$ cat src/rtl/detect_58_pkg.sv
// detect_58 shared definitions: state codes for the
// "0101 1000" serial pattern detector.
package detect_58_pkg;

    localparam logic [3:0] S0 = 4'd0;
    localparam logic [3:0] S1 = 4'd1;
    localparam logic [3:0] S2 = 4'd2;
    localparam logic [3:0] S3 = 4'd3;
    localparam logic [3:0] S4 = 4'd4;
    localparam logic [3:0] S5 = 4'd5;
    localparam logic [3:0] S6 = 4'd6;
    localparam logic [3:0] S7 = 4'd7;
    localparam logic [3:0] S8 = 4'd8;

    function automatic logic is_match(input logic [3:0] s);
        return s == S8;
    endfunction

endpackage

$ cat src/rtl/detect_58_if.sv
// detect_58 bundles: state register bus and the
// serial in/detect pair used around the block.
interface detect_58_if;
    logic [3:0] d;
    logic [3:0] q;

    modport master (output d, input q);
    modport slave  (input d, output q);
endinterface


$ cat src/rtl/detect_58_reg.sv
// detect_58 state register: 4 bits, async
// active-low reset to S0.
module detect_58_reg
    import detect_58_pkg::*;
(
    input logic        clk,
    input logic        rst_n,
    detect_58_if.slave bus
);

    always_ff @(posedge clk or negedge rst_n) begin
        if (!rst_n) begin
            bus.q <= S0;
        end else begin
            bus.q <= bus.d;
        end
    end

endmodule

$ cat src/rtl/detect_58.sv
// detect_58: Moore detector for BCD "5","8" (0101 1000),
// overlapping matches; out high while in S8.
module detect_58
    import detect_58_pkg::*;
(
    input  logic in,
    input  logic clk,
    input  logic rst,
    output logic out
);

    detect_58_if bus ();

    logic [3:0] state;
    logic [3:0] state_d;

    detect_58_reg u_reg (
        .clk   (clk),
        .rst_n (rst),
        .bus   (bus.slave)
    );

    assign state = bus.q;
    assign bus.d = state_d;

    // Each arc falls back to the longest prefix still matching.
    always_comb begin
        state_d = S0;
        unique case (state)
            S0:      state_d = in ? S0 : S1;
            S1:      state_d = in ? S2 : S1;
            S2:      state_d = in ? S0 : S3;
            S3:      state_d = in ? S4 : S1;
            S4:      state_d = in ? S5 : S3;
            S5:      state_d = in ? S0 : S6;
            S6:      state_d = in ? S2 : S7;
            S7:      state_d = in ? S2 : S8;
            S8:      state_d = in ? S2 : S1;
            default: state_d = S0;
        endcase
    end

    assign out = is_match(state);

endmodule

$ cat config.mk
export PLATFORM = sky130hd
export DESIGN_NAME = detect_58
export DESIGN_NICKNAME = d
export VERILOG_FILES = /design/src/rtl/detect_58_pkg.sv /design/src/rtl/detect_58_if.sv /design/src/rtl/detect_58_reg.sv /design/src/rtl/detect_58.sv
export SDC_FILE = /design/constraint.sdc
export NUM_CORES = 1
export LEC_CHECK = 0
export ABC_AREA = 1
export BUFFER_PORTS_ARGS = -buffer_cell sky130_fd_sc_hd__buf_4
export CAP_MARGIN = 25
export CORE_AREA = 2 2 39 41
export CTS_CLUSTER_SIZE = 12
export DETAILED_ROUTE_END_ITERATION = 10
export DIE_AREA = 0 0 41 43
export SETUP_SLACK_MARGIN = 0.5
export SLEW_MARGIN = 20
export SYNTH_ARGS = -nofsm -noshare
export SYNTH_HDL_FRONTEND = slang
export SYNTH_HIERARCHICAL = 1
export SYNTH_SLANG_ARGS = --single-unit
export TNS_END_PERCENT = 100
$ cat constraint.sdc
create_clock -name clk -period 0.8 [get_ports clk]
set_input_delay 0 -clock clk [delete_from_list [all_inputs] [get_ports clk]]
set_output_delay 0 -clock clk [all_outputs]
set_load 0.05 [all_outputs]
==> run_summary.xml, run 1 <==
<?xml version="1.0" encoding="UTF-8"?>
<metrics>
  <group name="sta">
    <metric name="finalWorstPathRequiredPeriod" unit="ns">1.08</metric>
    <metric name="rsz0062_at_grt" unit="">true</metric>
    <metric name="final.setup.worst_slack" unit="ns">-0.280</metric>
    <metric name="max_slew.worst_pin.slew" unit="ns">0.241</metric>
    <metric name="hold-worst-slack" unit="ns">-0.0416</metric>
    <metric name="finalClockSkew" unit="ns">0.00208</metric>
    <metric name="remaining_max_slew_budget_at_the_tightest_pin" unit="%">84.0</metric>
    <metric name="tns" unit="ns">-0.973</metric>
    <metric name="report.final.hold_viol_count" unit="">1</metric>
    <metric name="maxSlewViolCount" unit="">0</metric>
    <metric name="final_min_period_over_clock_period" unit="%">135</metric>
    <metric name="setup_viol" unit="">5</metric>
    <metric name="clock.fmax" unit="MHz">926</metric>
  </group>
  <group name="worst_setup_path">
    <metric name="crit_type" unit="">flop to primary output</metric>
    <metric name="timing.critical_path.fanout_max" unit="">2</metric>
    <metric name="critical_path_required" unit="ns">0.80</metric>
    <metric name="crit_path_max_incr_delay" unit="ns">0.40</metric>
    <metric name="cp_num_buf_inv" unit="">2</metric>
    <metric name="critical_path.startpoint_type" unit="">flop</metric>
    <metric name="timing.critical_path.arrival" unit="ns">1.08</metric>
    <metric name="critical_path.top_delay_family" unit="">flip-flops</metric>
    <metric name="path_cells" unit="">nor2_4 -&gt; nand3_4 -&gt; clkinvlp_4 -&gt; buf_8</metric>
    <metric name="reg2reg_slack" unit="ns">-0.24</metric>
    <metric name="reg2reg_depth" unit="">7</metric>
    <metric name="r2r-start" unit="">u_reg/bus.q[0]$_DFF_PN0_</metric>
    <metric name="crit-reg2reg-capture" unit="">u_reg/bus.q[1]$_DFF_PN0_</metric>
    <metric name="cp_slowest_cell" unit="">dfrtp_1</metric>
    <metric name="setup.worst_path.end_class" unit="">primary output</metric>
  </group>
  <group name="final_layout">
    <metric name="ff_latch_area" unit="µm²">101</metric>
    <metric name="largest-register" unit="">u_reg/bus.q</metric>
    <metric name="final_standard_cell_utilization_of_the_core" unit="%">30.1</metric>
    <metric name="area_delta_synth_final" unit="%">55.6</metric>
    <metric name="fillers" unit="">148</metric>
    <metric name="multi_input_comb_area" unit="µm²">169</metric>
    <metric name="stdcell_area" unit="µm²">417</metric>
    <metric name="antenna-diode-count" unit="">0</metric>
    <metric name="leading_registers_by_flop_count" unit="">u_reg/bus.q (4)</metric>
    <metric name="max_reg_flops" unit="">4</metric>
    <metric name="nets" unit="">55</metric>
    <metric name="layout-drive-gt1-share" unit="%">48.0</metric>
  </group>
  <group name="power">
    <metric name="vdd_ir_drop_max" unit="V">0.000998</metric>
    <metric name="power.density_cell_area" unit="nW/µm²">2570</metric>
    <metric name="leakage" unit="nW">0.202</metric>
  </group>
  <group name="detailed_routing">
    <metric name="routed_wl" unit="µm">559</metric>
    <metric name="antenna_left" unit="">0</metric>
    <metric name="drt_iter0_drc" unit="">9</metric>
    <metric name="detail_route.vias_per_cell" unit="">4.17</metric>
    <metric name="vias" unit="">275</metric>
    <metric name="drt-wirelength-per-cell" unit="µm">8.47</metric>
    <metric name="drtPass1Iterations" unit="">4</metric>
    <metric name="drc_errors" unit="">0</metric>
  </group>
  <group name="floorplanning">
    <metric name="dieWidth" unit="µm">41</metric>
    <metric name="die_outline_area" unit="µm²">1760</metric>
    <metric name="floorplan.io_pins" unit="">4</metric>
    <metric name="die_y" unit="µm">43</metric>
    <metric name="initial_cell_density_of_the_core" unit="%">19.3</metric>
    <metric name="placementRows" unit="">14</metric>
    <metric name="fp.coreArea" unit="µm²">1380</metric>
  </group>
  <group name="synth">
    <metric name="synth_cell_type_count" unit="">11</metric>
    <metric name="syn-num-nets" unit="">42</metric>
    <metric name="complex_gate_fraction_of_the_synthesized_area" unit="%">2.80</metric>
    <metric name="synth_flop_cell" unit="">dfrtp_1</metric>
    <metric name="yosys-mux-area-fraction" unit="%">0</metric>
    <metric name="yosysWarnings" unit="">6</metric>
    <metric name="yosysMostFrequentCell" unit="">nand2_1</metric>
    <metric name="dominant_combinational_cell_family_by_area_after_synthesis" unit="">simple AND/OR/NAND/NOR gates</metric>
    <metric name="synth_fa_ha_area_share" unit="%">0</metric>
    <metric name="syn_avg_cell_area" unit="µm²">6.87</metric>
    <metric name="yosys.area.top_type" unit="">dfrtp_1</metric>
    <metric name="synth.cells.most_frequent" unit="">nand2_1 (11), nand3_1 (7), inv_1 (5)</metric>
    <metric name="synth_seq_cells" unit="">4</metric>
    <metric name="synth.area.top_cells" unit="">dfrtp_1 (37%), nand2_1 (15%), nand3_1 (13%), inv_1 (7.0%), nor2_2 (7.0%)</metric>
    <metric name="synth_enable_flop_cells" unit="">0</metric>
    <metric name="post_synth_inst_count" unit="">39</metric>
    <metric name="synth_top_area_share" unit="%">37.4</metric>
    <metric name="async_flop_share" unit="%">100</metric>
    <metric name="synthSimpleGateAreaFrac" unit="%">50.0</metric>
    <metric name="cell_area_after_synthesis" unit="µm²">268</metric>
    <metric name="xor_and_xnor_area_share_after_synthesis" unit="%">0</metric>
    <metric name="synth_seq_area_share" unit="%">37.4</metric>
  </group>
  <group name="clock_tree">
    <metric name="worst_setup_hold_path_clk_slew" unit="ns">0.04</metric>
    <metric name="cts_root_buffer" unit="">clkbuf_4</metric>
    <metric name="ctsHtreeMaxLevel" unit="">1</metric>
    <metric name="postCtsHoldBufs" unit="">1</metric>
    <metric name="max-clock-path-buffers" unit="">2</metric>
    <metric name="number_of_buffers_inserted_during_clock_tree_synthesis" unit="">3</metric>
    <metric name="cts.sinks" unit="">4</metric>
    <metric name="clock_insertion_delay_worst_skew" unit="ns">0.23</metric>
    <metric name="cts_tree" unit="">yes</metric>
  </group>
  <group name="hold_path">
    <metric name="min_path_type" unit="">input pin to flop</metric>
    <metric name="timing.hold.worst.start" unit="">in</metric>
    <metric name="hold_depth" unit="">2</metric>
    <metric name="timing.hold.worst_endpoint" unit="">u_reg/bus.q[3]$_DFF_PN0_</metric>
  </group>
  <group name="placed_design">
    <metric name="place_area" unit="µm²">319</metric>
    <metric name="place.port_buffers" unit="">3</metric>
    <metric name="place.gp.congestion" unit="">0.914</metric>
    <metric name="post-dp-hpwl" unit="µm">386</metric>
  </group>
  <group name="global_routing">
    <metric name="grt.overflow.total" unit="">0</metric>
    <metric name="global_route_wire_length_before_repair" unit="µm">1040</metric>
    <metric name="initial_antenna_violation_count" unit="">0</metric>
    <metric name="groute.usage.overall" unit="%">9.19</metric>
    <metric name="grt_max_degree" unit="">7</metric>
    <metric name="first_global_vias" unit="">260</metric>
  </group>
  <group name="run">
    <metric name="timing.max_cap.violations" unit="">0</metric>
  </group>
  <group name="outcome">
    <metric name="violated_checks" unit="">negative hold slack, negative setup slack</metric>
    <metric name="outcome" unit="">finished with violations</metric>
  </group>
</metrics>
kinds of logic after synthesis:
family	count (synthesis)
and+or+nand+nor	27
AOI/OAI and AO/OA	1
buffers and inverters	7
DFF	4
per-layer routing:
metal  track usage (%)  up-vias  routed length (µm)
met1              12.5      130                 220
met5                 0        -                   0
met4              8.00        0                   0
li1                  -      142                   -
met2              10.9        3                 324
met3              3.14        0                  14
report_power, final:
group,internal (W),total [W],leakage [nW],switching [W]
combinational,0.000224,0.000518,0.137,0.000294
clock,0.000167,0.000238,0.0138,0.0000713
sequential,0.000258,0.000312,0.0512,0.0000541
worst max path at each step:
stage	to	cells past startpoint	start	slack [ns]
global route	u_reg/bus.q[1]$_DFF_PN0_	7	u_reg/bus.q[1]$_DFF_PN0_	-0.34
floorplan	u_reg/bus.q[1]$_DFF_PN0_	5	u_reg/bus.q[1]$_DFF_PN0_	-0.11
CTS	out	4	u_reg/bus.q[0]$_DFF_PN0_	-0.30
finish	out	4	u_reg/bus.q[1]$_DFF_PN0_	-0.28
global placement	out	4	u_reg/bus.q[1]$_DFF_PN0_	-0.19
detailed placement	out	4	u_reg/bus.q[1]$_DFF_PN0_	-0.20
worst reg2reg max path: cells and delay by family (launching register included):
kind,cells,cell delay (ns)
flops,1,0.42
simple gates,5,0.33
buf+inv,2,0.17
final cells by class:
cell class | count | share of cell area, %
clock buffer | 3 | 5.41
tap | 16 | 4.80
timing repair buffer | 8 | 17.7
inverter | 7 | 7.21
multi-input combinational | 28 | 40.5
sequential | 4 | 24.3
layout by cell type, fill, tap and decap left out, drive strengths merged:
cell type and instances:
nand2 12, nand3 8, buf 7, nor2 7, inv 6, dfrtp 4
clkbuf 3, clkinvlp 1, o211ai 1, dlygate4sd3 1
repair_timing:
item,in CTS,in global routing
setup buffers,4,0
endpoints found under the setup margin,5,5
pin swaps,2,5
endpoints found under the hold margin,5,1
resized for setup,7,2
per-stage QoR:
step / power [W] / setup WS (ns) / std cells
floorplan: 0.000591 / -0.105 / 39
global placement: 0.000659 / -0.193 / 58
detailed placement: 0.000660 / -0.200 / 58
CTS: 0.00106 / -0.296 / 66
global route: 0.00117 / -0.342 / 66
finish: 0.00107 / -0.280 / 66
Power figures use the tool's default switching activity.
==> inputs of run 2 (changes only) <==
Settings changed: SYNTH_HIERARCHICAL 1 to unset.
==> run 2 against run 1 <==
  * The flow still finishes with violations (negative hold slack, negative setup slack)
  * Utilization decreased by 1.4 points
  * Sequential cell count unchanged
  * Sequential power about the same
  * Largest cell class unchanged
  * Critical path type unchanged
  * Critical endpoint unchanged
==> run_summary.xml, run 2 <==
<?xml version="1.0" encoding="UTF-8"?>
<metrics>
  <group name="worst_setup_path">
    <metric name="cp.depth" unit="">4</metric>
    <metric name="timing.critical_path.fanout_max" unit="">2</metric>
    <metric name="critical_path.top_delay_family" unit="">flip-flops</metric>
    <metric name="reg2reg_slack" unit="ns">-0.26</metric>
    <metric name="crit-reg2reg-capture" unit="">u_reg.bus.q[1]$_DFF_PN0_</metric>
    <metric name="critical_path_required" unit="ns">0.80</metric>
    <metric name="cp_slowest_cell" unit="">dfrtp_1</metric>
    <metric name="critical_path.startpoint_type" unit="">flop</metric>
    <metric name="setup.worst_path.end_class" unit="">primary output</metric>
    <metric name="launch_point_of_the_worst_path" unit="">u_reg.bus.q[1]$_DFF_PN0_</metric>
    <metric name="critPathCapture" unit="">out</metric>
    <metric name="path_cells" unit="">nor2_4 -&gt; nand3_2 -&gt; clkinvlp_4 -&gt; buf_8</metric>
    <metric name="cp_num_buf_inv" unit="">2</metric>
    <metric name="reg2reg_depth" unit="">7</metric>
    <metric name="r2r-start" unit="">u_reg.bus.q[0]$_DFF_PN0_</metric>
    <metric name="crit_type" unit="">flop to primary output</metric>
    <metric name="crit_path_max_incr_delay" unit="ns">0.40</metric>
    <metric name="timing.critical_path.arrival" unit="ns">1.09</metric>
  </group>
  <group name="detailed_routing">
    <metric name="drc_errors" unit="">0</metric>
    <metric name="drtPass1Iterations" unit="">4</metric>
    <metric name="routed_wl" unit="µm">550</metric>
    <metric name="detail_route.vias_per_cell" unit="">4.00</metric>
    <metric name="vias" unit="">264</metric>
    <metric name="drt-wirelength-per-cell" unit="µm">8.33</metric>
    <metric name="drt_iter0_drc" unit="">4</metric>
    <metric name="antenna_left" unit="">0</metric>
  </group>
  <group name="sta">
    <metric name="remaining_max_slew_budget_at_the_tightest_pin" unit="%">86.6</metric>
    <metric name="finalWorstPathRequiredPeriod" unit="ns">1.09</metric>
    <metric name="max_slew.worst_pin.slew" unit="ns">0.201</metric>
    <metric name="finalClockSkew" unit="ns">0.00145</metric>
    <metric name="final_min_period_over_clock_period" unit="%">136</metric>
    <metric name="final.setup.worst_slack" unit="ns">-0.287</metric>
    <metric name="clock.fmax" unit="MHz">920</metric>
    <metric name="setup_viol" unit="">5</metric>
    <metric name="maxSlewViolCount" unit="">0</metric>
    <metric name="report.final.hold_viol_count" unit="">1</metric>
    <metric name="hold-worst-slack" unit="ns">-0.0458</metric>
    <metric name="rsz0062_at_grt" unit="">true</metric>
  </group>
  <group name="floorplanning">
    <metric name="dieWidth" unit="µm">41</metric>
    <metric name="placementRows" unit="">14</metric>
    <metric name="fp.coreArea" unit="µm²">1380</metric>
    <metric name="floorplan.io_pins" unit="">4</metric>
    <metric name="die_y" unit="µm">43</metric>
    <metric name="initial_cell_density_of_the_core" unit="%">18.8</metric>
    <metric name="die_outline_area" unit="µm²">1760</metric>
  </group>
  <group name="final_layout">
    <metric name="leading_registers_by_flop_count" unit="">u_reg.bus.q (4)</metric>
    <metric name="fillers" unit="">149</metric>
    <metric name="layout_common_cells" unit="">nand2_1 (11), nand3_1 (7), buf_4 (5)</metric>
    <metric name="area_delta_synth_final" unit="%">52.9</metric>
    <metric name="max_reg_flops" unit="">4</metric>
    <metric name="final_standard_cell_utilization_of_the_core" unit="%">28.8</metric>
    <metric name="largest-register" unit="">u_reg.bus.q</metric>
    <metric name="nets" unit="">55</metric>
    <metric name="antenna-diode-count" unit="">0</metric>
    <metric name="most_frequent_standard_cell_in_the_layout_excluding_fill_and_tap_cells" unit="">nand2_1</metric>
    <metric name="layout-drive-gt1-share" unit="%">42.0</metric>
  </group>
  <group name="outcome">
    <metric name="outcome" unit="">finished with violations</metric>
    <metric name="violated_checks" unit="">negative hold slack, negative setup slack</metric>
  </group>
  <group name="power">
    <metric name="p_seq_share" unit="%">30.0</metric>
    <metric name="vdd_ir_drop_max" unit="V">0.00107</metric>
    <metric name="power_switching_share" unit="%">38.5</metric>
    <metric name="clock_power_share" unit="%">23.1</metric>
    <metric name="leakage" unit="nW">0.197</metric>
    <metric name="internal" unit="W">0.000638</metric>
    <metric name="share_comb_of_total_power" unit="%">46.9</metric>
    <metric name="power.net_switching" unit="W">0.000399</metric>
    <metric name="power.density_cell_area" unit="nW/µm²">2610</metric>
    <metric name="totalPowerFinal" unit="W">0.00104</metric>
  </group>
  <group name="synth">
    <metric name="yosys.area.top_type" unit="">dfrtp_1</metric>
    <metric name="yosysMostFrequentCell" unit="">nand2_1</metric>
    <metric name="async_flop_share" unit="%">100</metric>
    <metric name="synth_flop_cell" unit="">dfrtp_1</metric>
    <metric name="synth_seq_cells" unit="">4</metric>
    <metric name="syn-num-nets" unit="">42</metric>
    <metric name="synth_enable_flop_cells" unit="">0</metric>
    <metric name="syn_avg_cell_area" unit="µm²">6.67</metric>
    <metric name="synth_cell_type_count" unit="">9</metric>
    <metric name="synth.area.top_cells" unit="">dfrtp_1 (38%), nand2_1 (17%), nand3_1 (15%), inv_1 (8.7%), nor2_2 (7.2%)</metric>
    <metric name="synth.cells.most_frequent" unit="">nand2_1 (12), nand3_1 (8), inv_1 (6)</metric>
    <metric name="cell_area_after_synthesis" unit="µm²">260</metric>
    <metric name="synth_top_area_share" unit="%">38.5</metric>
    <metric name="synth_seq_area_share" unit="%">38.5</metric>
    <metric name="post_synth_inst_count" unit="">39</metric>
    <metric name="yosysWarnings" unit="">0</metric>
  </group>
  <group name="hold_path">
    <metric name="min_path_type" unit="">input pin to flop</metric>
  </group>
  <group name="clock_tree">
    <metric name="cts_tree" unit="">yes</metric>
    <metric name="cts.sinks" unit="">4</metric>
    <metric name="worst_setup_hold_path_clk_slew" unit="ns">0.04</metric>
    <metric name="ctsHtreeMaxLevel" unit="">1</metric>
    <metric name="postCtsHoldBufs" unit="">1</metric>
    <metric name="cts_root_buffer" unit="">clkbuf_4</metric>
    <metric name="number_of_buffers_inserted_during_clock_tree_synthesis" unit="">3</metric>
    <metric name="clock_insertion_delay_worst_skew" unit="ns">0.23</metric>
    <metric name="max-clock-path-buffers" unit="">2</metric>
  </group>
  <group name="placed_design">
    <metric name="post-dp-hpwl" unit="µm">369</metric>
    <metric name="place.port_buffers" unit="">3</metric>
    <metric name="place.gp.congestion" unit="">0.884</metric>
  </group>
  <group name="global_routing">
    <metric name="first_global_vias" unit="">259</metric>
    <metric name="groute.usage.overall" unit="%">9.19</metric>
    <metric name="global_route_wire_length_before_repair" unit="µm">1000</metric>
    <metric name="grt_max_degree" unit="">7</metric>
    <metric name="grt.overflow.total" unit="">0</metric>
    <metric name="initial_antenna_violation_count" unit="">0</metric>
  </group>
  <group name="run">
    <metric name="timing.max_cap.violations" unit="">0</metric>
  </group>
</metrics>
==> run 2: metal layers <==
layer	vias up	GRT usage [%]	wire, µm	share of wire [%]
li1	144	-	-	-
met4	0	10.0	0	0
met2	6	10.3	281	51
met5	-	0	0	0
met3	0	3.14	18	3.3
met1	114	12.1	250	45
==> run 2: worst min path at each step <==
stage               startpoint                       end  slack, ns  cells after the start
finish                      in  u_reg.bus.q[3]$_DFF_PN0_      -0.05                      2
global route                in  u_reg.bus.q[3]$_DFF_PN0_      -0.05                      2
CTS                         in  u_reg.bus.q[3]$_DFF_PN0_      -0.05                      2
detailed placement         rst  u_reg.bus.q[1]$_DFF_PN0_      -0.20                      1
global placement           rst  u_reg.bus.q[0]$_DFF_PN0_      -0.20                      1
floorplan                  rst  u_reg.bus.q[0]$_DFF_PN0_      -0.30                      0
==> run 2: worst register-to-register path, delay by kind of cell (launching register included) <==
family / cells / cell delay, ns
AND/OR/NAND/NOR: 5 / 0.34
buffers and inverters: 2 / 0.18
flip-flops: 1 / 0.41
==> run 2: per-stage QoR <==
stage               instance area, µm²  setup slack, ns  instances  hold slack (ns)  TNS [ns]
finish                             398           -0.287         66          -0.0458    -0.993
global route                       398           -0.360         66          -0.0505     -1.35
CTS                                392           -0.287         66          -0.0534     -1.00
detailed placement                 312           -0.193         58           -0.204    -0.634
global placement                   312           -0.211         58           -0.204    -0.681
floorplan                          269           -0.109         39           -0.296    -0.275
==> run 2: timing repair <==
item	CTS	global route
resized for setup	5	3
pin swaps	3	3
setup endpoints to repair	5	5
hold endpoints to repair	5	1
buffers inserted	4	0
==> run 2: cell families after synthesis <==
| family | after synthesis | synth area share (%) |
|---|---|---|
| flip-flops | 4 | 38.5 |
| buffers and inverters | 7 | 10.1 |
| AO/OA/AOI/OAI | 1 | 2.89 |
| AND/OR/NAND/NOR | 27 | 48.6 |
==> run 2: cell type report <==
class | count | area [µm²] | area share (%)
Sequential cell | 4 | 100 | 25.2
Inverter | 7 | 30.0 | 7.55
Tap cell | 16 | 20.0 | 5.03
Timing Repair Buffer | 8 | 73.8 | 18.6
Clock buffer | 3 | 22.5 | 5.66
Multi-Input combinational cell | 28 | 151 | 38.1
==> run 2: power groups by stage <==
stage | clock network (W) | logic [W] | registers, W
global placement | 0 | 0.000331 | 0.000312
detailed placement | 0 | 0.000326 | 0.000313
floorplan | 0 | 0.000267 | 0.000306
global route | 0.000275 | 0.000559 | 0.000316
CTS | 0.000258 | 0.000467 | 0.000301
finish | 0.000240 | 0.000487 | 0.000311
==> inputs of run 3 (changes only) <==
Settings changed: BUFFER_PORTS_ARGS -buffer_cell sky130_fd_sc_hd__buf_4 to -buffer_cell sky130_fd_sc_hd__buf_2, MAX_ROUTING_LAYER set to met4.
==> run 3 against run 2 <==
  * The flow still finishes with violations (negative hold slack, negative setup slack)
  * Cell count is 3.0% higher
  * Sequential cell count stayed put
  * Cell area is 13% higher
  * Non-clock buffer count is 2 higher
  * Utilization is 3.7 points higher
  * Critical path type unchanged
  * Highest routed layer is now met4
==> run_summary.xml, run 3 (synthesis results as in run 2) <==
<?xml version="1.0" encoding="UTF-8"?>
<metrics>
  <group name="power">
    <metric name="p_seq_share" unit="%">27.2</metric>
    <metric name="power.net_switching" unit="W">0.000461</metric>
    <metric name="internal" unit="W">0.000688</metric>
    <metric name="power_switching_share" unit="%">40.2</metric>
    <metric name="power.density_cell_area" unit="nW/µm²">2560</metric>
    <metric name="clock_power_share" unit="%">21.5</metric>
    <metric name="vdd_ir_drop_max" unit="V">0.00101</metric>
    <metric name="share_comb_of_total_power" unit="%">51.2</metric>
    <metric name="totalPowerFinal" unit="W">0.00115</metric>
    <metric name="leakage" unit="nW">0.211</metric>
  </group>
  <group name="clock_tree">
    <metric name="clock_insertion_delay_worst_skew" unit="ns">0.23</metric>
    <metric name="ctsHtreeMaxLevel" unit="">1</metric>
    <metric name="number_of_buffers_inserted_during_clock_tree_synthesis" unit="">3</metric>
    <metric name="postCtsHoldBufs" unit="">1</metric>
    <metric name="max-clock-path-buffers" unit="">2</metric>
    <metric name="cts_tree" unit="">yes</metric>
    <metric name="worst_setup_hold_path_clk_slew" unit="ns">0.04</metric>
    <metric name="cts.sinks" unit="">4</metric>
    <metric name="cts_root_buffer" unit="">clkbuf_4</metric>
  </group>
  <group name="placed_design">
    <metric name="place.gp.congestion" unit="">0.765</metric>
    <metric name="pre_cts_slack" unit="ns">-0.253</metric>
    <metric name="dp.cells" unit="">58</metric>
    <metric name="post-dp-hpwl" unit="µm">381</metric>
    <metric name="place.port_buffers" unit="">3</metric>
  </group>
  <group name="final_layout">
    <metric name="instances_no_fill" unit="">68</metric>
    <metric name="most_frequent_standard_cell_in_the_layout_excluding_fill_and_tap_cells" unit="">nand2_1</metric>
    <metric name="largest-register" unit="">u_reg.bus.q</metric>
    <metric name="final_standard_cell_utilization_of_the_core" unit="%">32.5</metric>
    <metric name="layout-drive-gt1-share" unit="%">57.7</metric>
    <metric name="layout_common_cells" unit="">nand2_1 (9), nand3_1 (5), nor2_4 (4), inv_2 (4)</metric>
    <metric name="max_reg_flops" unit="">4</metric>
    <metric name="area_delta_synth_final" unit="%">72.6</metric>
    <metric name="antenna-diode-count" unit="">0</metric>
    <metric name="nets" unit="">57</metric>
    <metric name="leading_registers_by_flop_count" unit="">u_reg.bus.q (4)</metric>
  </group>
  <group name="global_routing">
    <metric name="grt_max_degree" unit="">7</metric>
    <metric name="grt.overflow.total" unit="">0</metric>
    <metric name="initial_antenna_violation_count" unit="">0</metric>
    <metric name="first_global_vias" unit="">288</metric>
    <metric name="groute.usage.overall" unit="%">8.49</metric>
    <metric name="global_route_wire_length_before_repair" unit="µm">917</metric>
  </group>
  <group name="sta">
    <metric name="maxSlewViolCount" unit="">0</metric>
    <metric name="final.setup.worst_slack" unit="ns">-0.288</metric>
    <metric name="max_slew.worst_pin.slew" unit="ns">0.184</metric>
    <metric name="remaining_max_slew_budget_at_the_tightest_pin" unit="%">87.7</metric>
    <metric name="report.final.hold_viol_count" unit="">1</metric>
    <metric name="finalClockSkew" unit="ns">0.00121</metric>
    <metric name="finalWorstPathRequiredPeriod" unit="ns">1.09</metric>
    <metric name="rsz0062_at_grt" unit="">true</metric>
    <metric name="setup_viol" unit="">5</metric>
    <metric name="clock.fmax" unit="MHz">919</metric>
    <metric name="hold-worst-slack" unit="ns">-0.0264</metric>
    <metric name="final_min_period_over_clock_period" unit="%">136</metric>
  </group>
  <group name="detailed_routing">
    <metric name="detail_route.vias_per_cell" unit="">4.18</metric>
    <metric name="drt-wirelength-per-cell" unit="µm">9.43</metric>
    <metric name="top_signal_layer_used" unit="">met4</metric>
    <metric name="met1Wirelength" unit="µm">250</metric>
    <metric name="met3WireLength" unit="µm">15</metric>
    <metric name="drc_errors" unit="">0</metric>
    <metric name="drt_iter0_drc" unit="">2</metric>
    <metric name="vias" unit="">284</metric>
    <metric name="antenna_left" unit="">0</metric>
    <metric name="routed_wl" unit="µm">641</metric>
    <metric name="met2WireLength" unit="µm">342</metric>
    <metric name="drtPass1Iterations" unit="">4</metric>
  </group>
  <group name="floorplanning">
    <metric name="floorplan.io_pins" unit="">4</metric>
    <metric name="fp.coreArea" unit="µm²">1380</metric>
    <metric name="die_y" unit="µm">43</metric>
    <metric name="initial_cell_density_of_the_core" unit="%">18.8</metric>
    <metric name="die_outline_area" unit="µm²">1760</metric>
    <metric name="placementRows" unit="">14</metric>
    <metric name="dieWidth" unit="µm">41</metric>
  </group>
  <group name="outcome">
    <metric name="violated_checks" unit="">negative hold slack, negative setup slack</metric>
    <metric name="outcome" unit="">finished with violations</metric>
  </group>
  <group name="worst_setup_path">
    <metric name="critical_path.startpoint_type" unit="">flop</metric>
    <metric name="launch_point_of_the_worst_path" unit="">u_reg.bus.q[0]$_DFF_PN0_</metric>
    <metric name="crit_type" unit="">flop to primary output</metric>
    <metric name="setup.worst_path.end_class" unit="">primary output</metric>
    <metric name="timing.critical_path.arrival" unit="ns">1.09</metric>
    <metric name="timing.critical_path.fanout_max" unit="">2</metric>
    <metric name="r2r-start" unit="">u_reg.bus.q[1]$_DFF_PN0_</metric>
    <metric name="critical_path_required" unit="ns">0.80</metric>
  </group>
  <group name="run">
    <metric name="timing.max_cap.violations" unit="">0</metric>
  </group>
  <group name="hold_path">
    <metric name="timing.hold.worst.start" unit="">in</metric>
    <metric name="min_path_type" unit="">input pin to flop</metric>
  </group>
</metrics>
==> run 3: final timing paths <==
path / depth (start not counted) / slack (ns) / to
worst min register to register: 3 / 0.70 / u_reg.bus.q[0]$_DFF_PN0_
worst min-delay path: 2 / -0.03 / u_reg.bus.q[3]$_DFF_PN0_
max in group asynchronous: 2 / 0.58 / u_reg.bus.q[3]$_DFF_PN0_
worst max-delay path: 4 / -0.29 / out
worst max register to register: 7 / -0.24 / u_reg.bus.q[1]$_DFF_PN0_
min in group asynchronous: 2 / 0.09 / u_reg.bus.q[2]$_DFF_PN0_
==> run 3: what timing repair did <==
item	4_1_cts	5_1_grt
endpoints found under the hold margin	5	1
cloned	0	0
gates resized for setup	7	13
setup endpoints to repair	5	5
setup buffers	3	3
pin swaps	1	8
==> run 3: critical path: stages, from the launching register on <==
cell	delay, ns
dfrtp_1	0.40
nor2_4	0.15
nand3_4	0.09
clkinvlp_4	0.08
buf_8	0.13
==> run 3: stage by stage <==
stage	area (µm²)	TNS (ns)
3_3_place_gp	304	-0.796
2_1_floorplan	269	-0.275
5_1_grt	449	-1.35
3_5_place_dp	304	-0.734
6_report	449	-1.04
4_1_cts	384	-0.987
==> run 3: area by class of cell <==
type | instances | area [µm²]
timing repair buffer | 10 | 91.3
tap | 16 | 20.0
sequential | 4 | 101
inverter | 7 | 30.0
multi-input combinational | 28 | 184
clock buffer | 3 | 22.5
fill | 152 | 935
==> run 3: power by group through the flow <==
stage	clock, W	combinational [W]	sequential (W)
after floorplan	0	0.000267	0.000306
after global placement	0	0.000335	0.000314
after detailed placement	0	0.000330	0.000313
after CTS	0.000259	0.000475	0.000301
after global routing	0.000272	0.000654	0.000316
final	0.000248	0.000589	0.000313
==> run 3: layer usage <==
layer,up-vias,global-route usage [%]
met1,125,7.21
met4,0,12.0
met3,4,2.09
met2,8,11.9
met5,-,-
li1,147,-
